[config.mk]
export PLATFORM = sky130hd
export DESIGN_NAME = channel_error_injector
export DESIGN_NICKNAME = d
export VERILOG_FILES = /design/src/rtl/channel_error_injector_pkg.sv /design/src/rtl/channel_error_injector_lfsr.sv /design/src/rtl/channel_error_injector.sv
export SDC_FILE = /design/constraint.sdc
export NUM_CORES = 1
export LEC_CHECK = 0
export BUFFER_PORTS_ARGS = -buffer_cell sky130_fd_sc_hd__buf_2
export CAP_MARGIN = 20
export CORE_MARGIN = 4
export CORE_UTILIZATION = 50
export CTS_BUF_LIST = sky130_fd_sc_hd__clkbuf_8 sky130_fd_sc_hd__clkbuf_16
export DETAILED_ROUTE_END_ITERATION = 10
export PLACE_DENSITY_LB_ADDON = 0.08
export RECOVER_POWER = 100
export SKIP_CTS_REPAIR_TIMING = 1
export SYNTH_ARGS = -nofsm -noshare
export SYNTH_HDL_FRONTEND = slang
export SYNTH_SLANG_ARGS = --single-unit
[constraint.sdc]
create_clock -name clk -period 4.35 [get_ports clk]
set_input_delay 0.87 -clock clk [delete_from_list [all_inputs] [get_ports clk]]
set_output_delay 0.87 -clock clk [all_outputs]
set_load 0.02 [all_outputs]
[src/rtl/channel_error_injector_pkg.sv]
// Shared types and helpers for the channel error injector: mode and FSM
// encodings, the PRNG feedback taps, and a popcount used for bit statistics.
package chan_err_pkg;

  typedef enum logic [1:0] {
    MODE_OFF    = 2'd0,
    MODE_BURST  = 2'd1,
    MODE_RANDOM = 2'd2,
    MODE_SINGLE = 2'd3
  } mode_e;

  typedef enum logic [1:0] {
    ST_IDLE = 2'd0,
    ST_RUN  = 2'd1,
    ST_DONE = 2'd2
  } state_e;

  // Galois feedback for the maximal-length x^16+x^14+x^13+x^11+1 polynomial.
  localparam logic [15:0] LFSR_TAPS = 16'hB400;

  function automatic int unsigned popcount(input logic [31:0] v);
    int unsigned n;
    n = 0;
    for (int i = 0; i < 32; i++) begin
      n += 32'(v[i]);
    end
    return n;
  endfunction

endpackage

[src/rtl/channel_error_injector_lfsr.sv]
// Right-shifting Galois LFSR: loadable to SEED, advances one step per step pulse.
module lfsr_prng #(
  parameter int             W    = 16,
  parameter logic [W-1:0]   SEED = W'(16'hACE1),
  parameter logic [W-1:0]   TAPS = W'(16'hB400)
) (
  input  logic         clk,
  input  logic         rst,
  input  logic         load,
  input  logic         step,
  output logic [W-1:0] value
);

  logic [W-1:0] value_q;
  logic [W-1:0] value_d;

  always_comb begin
    value_d = value_q;
    if (load) begin
      value_d = SEED;
    end else if (step) begin
      value_d = (value_q >> 1) ^ (value_q[0] ? TAPS : '0);
    end
  end

  always_ff @(posedge clk) begin
    if (!rst) begin
      value_q <= SEED;
    end else begin
      value_q <= value_d;
    end
  end

  assign value = value_q;

endmodule

[src/rtl/channel_error_injector.sv]
// Registered bit-error channel with OFF/BURST/RANDOM/SINGLE corruption modes
// and per-run symbol and flipped-bit statistics over a measurement window.
module channel_error_injector
  import chan_err_pkg::*;
#(
  parameter int                SYM_W     = 2,
  parameter int                CNT_W     = 16,
  parameter int                LFSR_W    = 16,
  parameter logic [LFSR_W-1:0] LFSR_SEED = LFSR_W'(16'hACE1)
) (
  input  logic              clk,
  input  logic              rst,
  input  logic [1:0]        cfg_mode,
  input  logic [CNT_W-1:0]  cfg_period,
  input  logic [CNT_W-1:0]  cfg_burst_len,
  input  logic [LFSR_W-1:0] cfg_thresh,
  input  logic [SYM_W-1:0]  cfg_mask,
  input  logic [CNT_W-1:0]  cfg_window,
  input  logic              start,
  input  logic              valid_i,
  input  logic [SYM_W-1:0]  sym_i,
  output logic              valid_o,
  output logic [SYM_W-1:0]  sym_o,
  output logic              err_o,
  output logic              busy,
  output logic              done,
  output logic [CNT_W-1:0]  sym_ct,
  output logic [CNT_W-1:0]  bit_err_ct
);

  state_e              state_q, state_d;
  mode_e               mode_q;
  logic [CNT_W-1:0]    period_q, burst_len_q, window_q;
  logic [LFSR_W-1:0]   thresh_q;
  logic [SYM_W-1:0]    mask_q;
  logic [CNT_W-1:0]    phase_q, phase_d;
  logic [CNT_W-1:0]    sym_ct_q, sym_ct_d;
  logic [CNT_W-1:0]    bit_err_ct_q, bit_err_ct_d;
  logic                busy_q, done_q;
  logic                valid_o_q, err_o_q;
  logic [SYM_W-1:0]    sym_o_q;

  logic                launch, count, mode_hit, hit;
  logic [CNT_W-1:0]    eff_period;
  logic [CNT_W:0]      idx_ext, single_lo, single_hi;
  logic [CNT_W:0]      mask_pop, err_sum;
  logic [LFSR_W-1:0]   lfsr_value;

  lfsr_prng #(
    .W    (LFSR_W),
    .SEED (LFSR_SEED),
    .TAPS (LFSR_W'(LFSR_TAPS))
  ) u_lfsr (
    .clk   (clk),
    .rst   (rst),
    .load  (launch),
    .step  (count && (mode_q == MODE_RANDOM)),
    .value (lfsr_value)
  );

  assign mask_pop = (CNT_W+1)'(popcount(32'(mask_q)));

  // Hit decode: corruption only ever applies to a valid symbol inside a run.
  always_comb begin
    // NOTE: every combinational output gets a default before any branch, so no latch is inferred.
    mode_hit   = 1'b0;
    launch     = start && (state_q != ST_RUN);
    count      = (state_q == ST_RUN) && valid_i;
    eff_period = (period_q == '0) ? CNT_W'(1) : period_q;
    idx_ext    = {1'b0, sym_ct_q};
    single_lo  = {1'b0, period_q};
    single_hi  = {1'b0, period_q} + {1'b0, burst_len_q};
    case (mode_q)
      MODE_BURST:  mode_hit = (phase_q < burst_len_q);
      MODE_RANDOM: mode_hit = (lfsr_value < thresh_q);
      MODE_SINGLE: mode_hit = (idx_ext >= single_lo) && (idx_ext < single_hi);
      default:     mode_hit = 1'b0;
    endcase
    hit = count && (mask_q != '0) && mode_hit;
  end

  always_comb begin
    state_d      = state_q;
    phase_d      = phase_q;
    sym_ct_d     = sym_ct_q;
    bit_err_ct_d = bit_err_ct_q;
    err_sum      = {1'b0, bit_err_ct_q} + mask_pop;
    if (launch) begin
      state_d      = ST_RUN;
      phase_d      = '0;
      sym_ct_d     = '0;
      bit_err_ct_d = '0;
    end else if (count) begin
      sym_ct_d = sym_ct_q + CNT_W'(1);
      phase_d  = (phase_q >= eff_period - CNT_W'(1)) ? '0 : phase_q + CNT_W'(1);
      if (hit) begin
        bit_err_ct_d = err_sum[CNT_W] ? '1 : err_sum[CNT_W-1:0];
      end
      // The closing symbol is still processed; the run ends on the same edge.
      if ((window_q != '0) && (sym_ct_d == window_q)) begin
        state_d = ST_DONE;
      end
    end
  end

  always_ff @(posedge clk) begin
    // NOTE: all state uses non-blocking assignment so every register samples pre-edge values.
    if (!rst) begin
      state_q      <= ST_IDLE;
      mode_q       <= MODE_OFF;
      period_q     <= '0;
      burst_len_q  <= '0;
      window_q     <= '0;
      thresh_q     <= '0;
      mask_q       <= '0;
      phase_q      <= '0;
      sym_ct_q     <= '0;
      bit_err_ct_q <= '0;
      busy_q       <= 1'b0;
      done_q       <= 1'b0;
    end else begin
      state_q      <= state_d;
      phase_q      <= phase_d;
      sym_ct_q     <= sym_ct_d;
      bit_err_ct_q <= bit_err_ct_d;
      busy_q       <= (state_d == ST_RUN);
      done_q       <= (state_d == ST_DONE);
      if (launch) begin
        mode_q      <= mode_e'(cfg_mode);
        period_q    <= cfg_period;
        burst_len_q <= cfg_burst_len;
        window_q    <= cfg_window;
        thresh_q    <= cfg_thresh;
        mask_q      <= cfg_mask;
      end
    end
  end

  // Output stage: sym_o keeps its last value across gaps in valid_i.
  always_ff @(posedge clk) begin
    if (!rst) begin
      valid_o_q <= 1'b0;
      err_o_q   <= 1'b0;
      sym_o_q   <= '0;
    end else begin
      valid_o_q <= valid_i;
      err_o_q   <= hit;
      if (valid_i) begin
        sym_o_q <= sym_i ^ (hit ? mask_q : '0);
      end
    end
  end

  assign valid_o    = valid_o_q;
  assign err_o      = err_o_q;
  assign sym_o      = sym_o_q;
  assign busy       = busy_q;
  assign done       = done_q;
  assign sym_ct     = sym_ct_q;
  assign bit_err_ct = bit_err_ct_q;

endmodule
==> metrics.txt <==
# diodes=0; most common cell in the netlist=nand2_1; CP max stage delay=around 0.45 ns; Via-to-Cell Ratio=5.41; Max Clk Rate=235 MHz; Clock Latency Late Sink=around 0.43 ns; DPL Wire Length=between 15000 and 20000 um; Worst Setup End Kind=register; # nets final=1355; Period minus WS final=between 4 and 5 ns; Yosys Warn Count=0; Critical Path, Cell by Cell=ha_1 > a2111o_1 > o21a_1 > o31ai_4 > a21oi_1 > o41a_1 > and4_1 > nor3_1 > ha_1 > nor4_1 > a211oi_1 > o21ai_0 > a211oi_2 > o31ai_4 > buf_12 > and2_0 > a311oi_1; Critical Path Start Type=register; IO Pins=~110; pre-CTS WS=between 0.05 and 0.06 ns; Slew HR=-1.07; Worst Path Arrival=about 4.6 ns; Worst path slowest cell=a2111o_1; Hold EP=thresh_q[10]; Initial Utilization=0.513; setup TNS=0 ns; core area=about 17000 um^2; first-pass GRT wire length=around 36000 um; share of the synthesized area in the top cell type=0.328; r2r setup slk=between 0.1 and 0.15 ns; Final Cycle Share=0.976; Final Hold Fails=0; Setup Viol. Count Final=0; TritonCTS buffer count=17; final WL=around 22000 um; clock power share=0.444; Met3 Wirelength=1310 um; vias in the first global route=7130; DRC=0; Sw Share=0.282; WL met2=10100 um; clock sink total=140; maximum vdd drop=0.293 mV; chip width=around 140 um; grt total ovfl=0; Synth Cell Area=roughly 8500 um^2; average wire per standard cell=approximately 16 um; Cell Pwr Density=approximately 340 nW/um^2; most frequent cells after synthesis=nand2_1, dfxtp_1, a21oi_1; Hold Crit Class=register to register; Chip Height=between 100 and 150 um; Seq/Total Area, Yosys=0.328; top cells by area, synth=dfxtp_1, ha_1, nand2_1, a21oi_1, xnor2_1; fin worst setup slack=~0.10 ns; GPL Wtd Cong=approximately 0.86; Slew @ Worst Pin=~3.1 ns; FF+latch count, synth=140; CP Class=register to register; Reg2Reg Launch Point=period_q[7]; violated checks=capacitance limit, slew limit; max_cap viols=1; drt first pass iters=5; Reg-to-Reg End=bit_err_ct[11]; Port Buf Inserts=111; hold depth=2; Worst Skew=around 0.012 ns; status=finished with violations; syn_nets=~1300; ys async rst share=0; die area=roughly 19000 um^2; Synth Instances=approximately 1100; Avg Cell Area, Syn=between 7 and 8 um^2; largest net degree at the start of global routing=70; final max-slew violation count=70; DRT iter0 DRCs=430; Synth cell types=57; CTS HTree Levels=4; Reg clk slew, reported paths=0.06 ns; clk buf depth=2; std cell rows=47; Net Sw Power=roughly 940 uW; reg2reg path depth=17; initial antenna violation count=1; Main synth FF type=dfxtp_1; combinational share of power=0.145; Synth area leader=dfxtp_1; CP required=4.68 ns; ratio of cells with drive above 1 in the final layout=0.110; area grow syn2layout=15.8%; worst min-delay path startpoint=thresh_q[10]; Vias=around 7700; Seq pwr share=0.411; EDFF count, synth=0; Max Used Layer=met5; Pleak=~0.0041 uW; WL met1=10300 um; gr usage total=0.228; root buf cell=clkbuf_16; CTS tree=yes; internal power=between 2000 and 2500 uW; antenna viol nets, final=0; CP Max Fanout=27
layout make-up:
type                       instances  area [um^2]
clock buffer                      18          439
fill                            1616         6760
timing repair buffer             124          598
multi-input combinational        834         5360
sequential                       140         2800
clock inverter                    14          160
inverter                          65          244
tap                              220          275
worst max-delay path: cells and delay by family, from the launching register on:
family | cells | cell delay, ns
buf+inv | 1 | 0.17
flops | 1 | 0.31
fa+ha+maj | 2 | 0.57
simple gates | 4 | 0.69
compound gates | 10 | 2.40
flip-flops by register name (all words and copies together) (netlist names), 16 cells and up:
name and flops:
window_q 16, phase_q 16, period_q 16, bit_err_ct 16, sym_ct 16, thresh_q 16, burst_len_q 16, u_lfsr.value 16
logic make-up after synthesis:
group / share of synthesized area
AND/OR/NAND/NOR: 0.221
AO/OA/AOI/OAI: 0.167
flip-flops: 0.328
buffers and inverters: 0.0494
adder cells (fa/ha/maj): 0.147
XOR/XNOR: 0.0872
metal layers:
layer  track usage  up-vias
li1              -     3939
met1         0.308     3508
met2         0.364      178
met3        0.0483       33
met4        0.0783        2
met5             0        -
stage by stage:
step                      hold WS (ns)  total power [uW]  area [um^2]  instances   util
final                            0.455              3340         9880       1415  0.594
after CTS                        0.455              3360         9890       1414  0.595
after global placement           0.442              1870         9300       1382  0.559
after detailed placement         0.447              1880         9300       1382  0.559
after floorplan                  0.436              1720         8540       1082      -
after global routing             0.468              3490         9880       1415  0.594
power by group through the flow:
stage	Sequential [uW]	Combinational (uW)	Clock [uW]
finish	1370	484	1480
global route	1380	551	1560
CTS	1370	481	1510
detailed placement	1400	477	0
global placement	1400	470	0
floorplan	1390	333	0
cells in the final DEF, fill, tap and decap left out, types with 17 or more instances in the layout:
cell	n
inv_1	65
buf_2	72
clkbuf_1	44
xnor2_1	48
nor2_1	76
nand3_1	33
a21oi_1	110
o21ai_0	36
dfxtp_1	139
ha_1	97
xor2_1	37
nand2_1	206
clkbuf_16	17
worst max-delay path by stage:
stage / startpoint / end / slack, ns / cells past startpoint
final: period_q[7] / bit_err_ct[11] / 0.10 / 17
after detailed placement: period_q[1] / bit_err_ct[6] / 0.06 / 19
after CTS: period_q[1] / bit_err_ct[6] / 0.04 / 19
after floorplan: period_q[0] / bit_err_ct[9] / 0.55 / 19
after global placement: period_q[1] / bit_err_ct[8] / 0.14 / 19
after global routing: period_q[4] / bit_err_ct[3] / -0.11 / 17
Note: power is estimated with default switching activity, not from simulation.
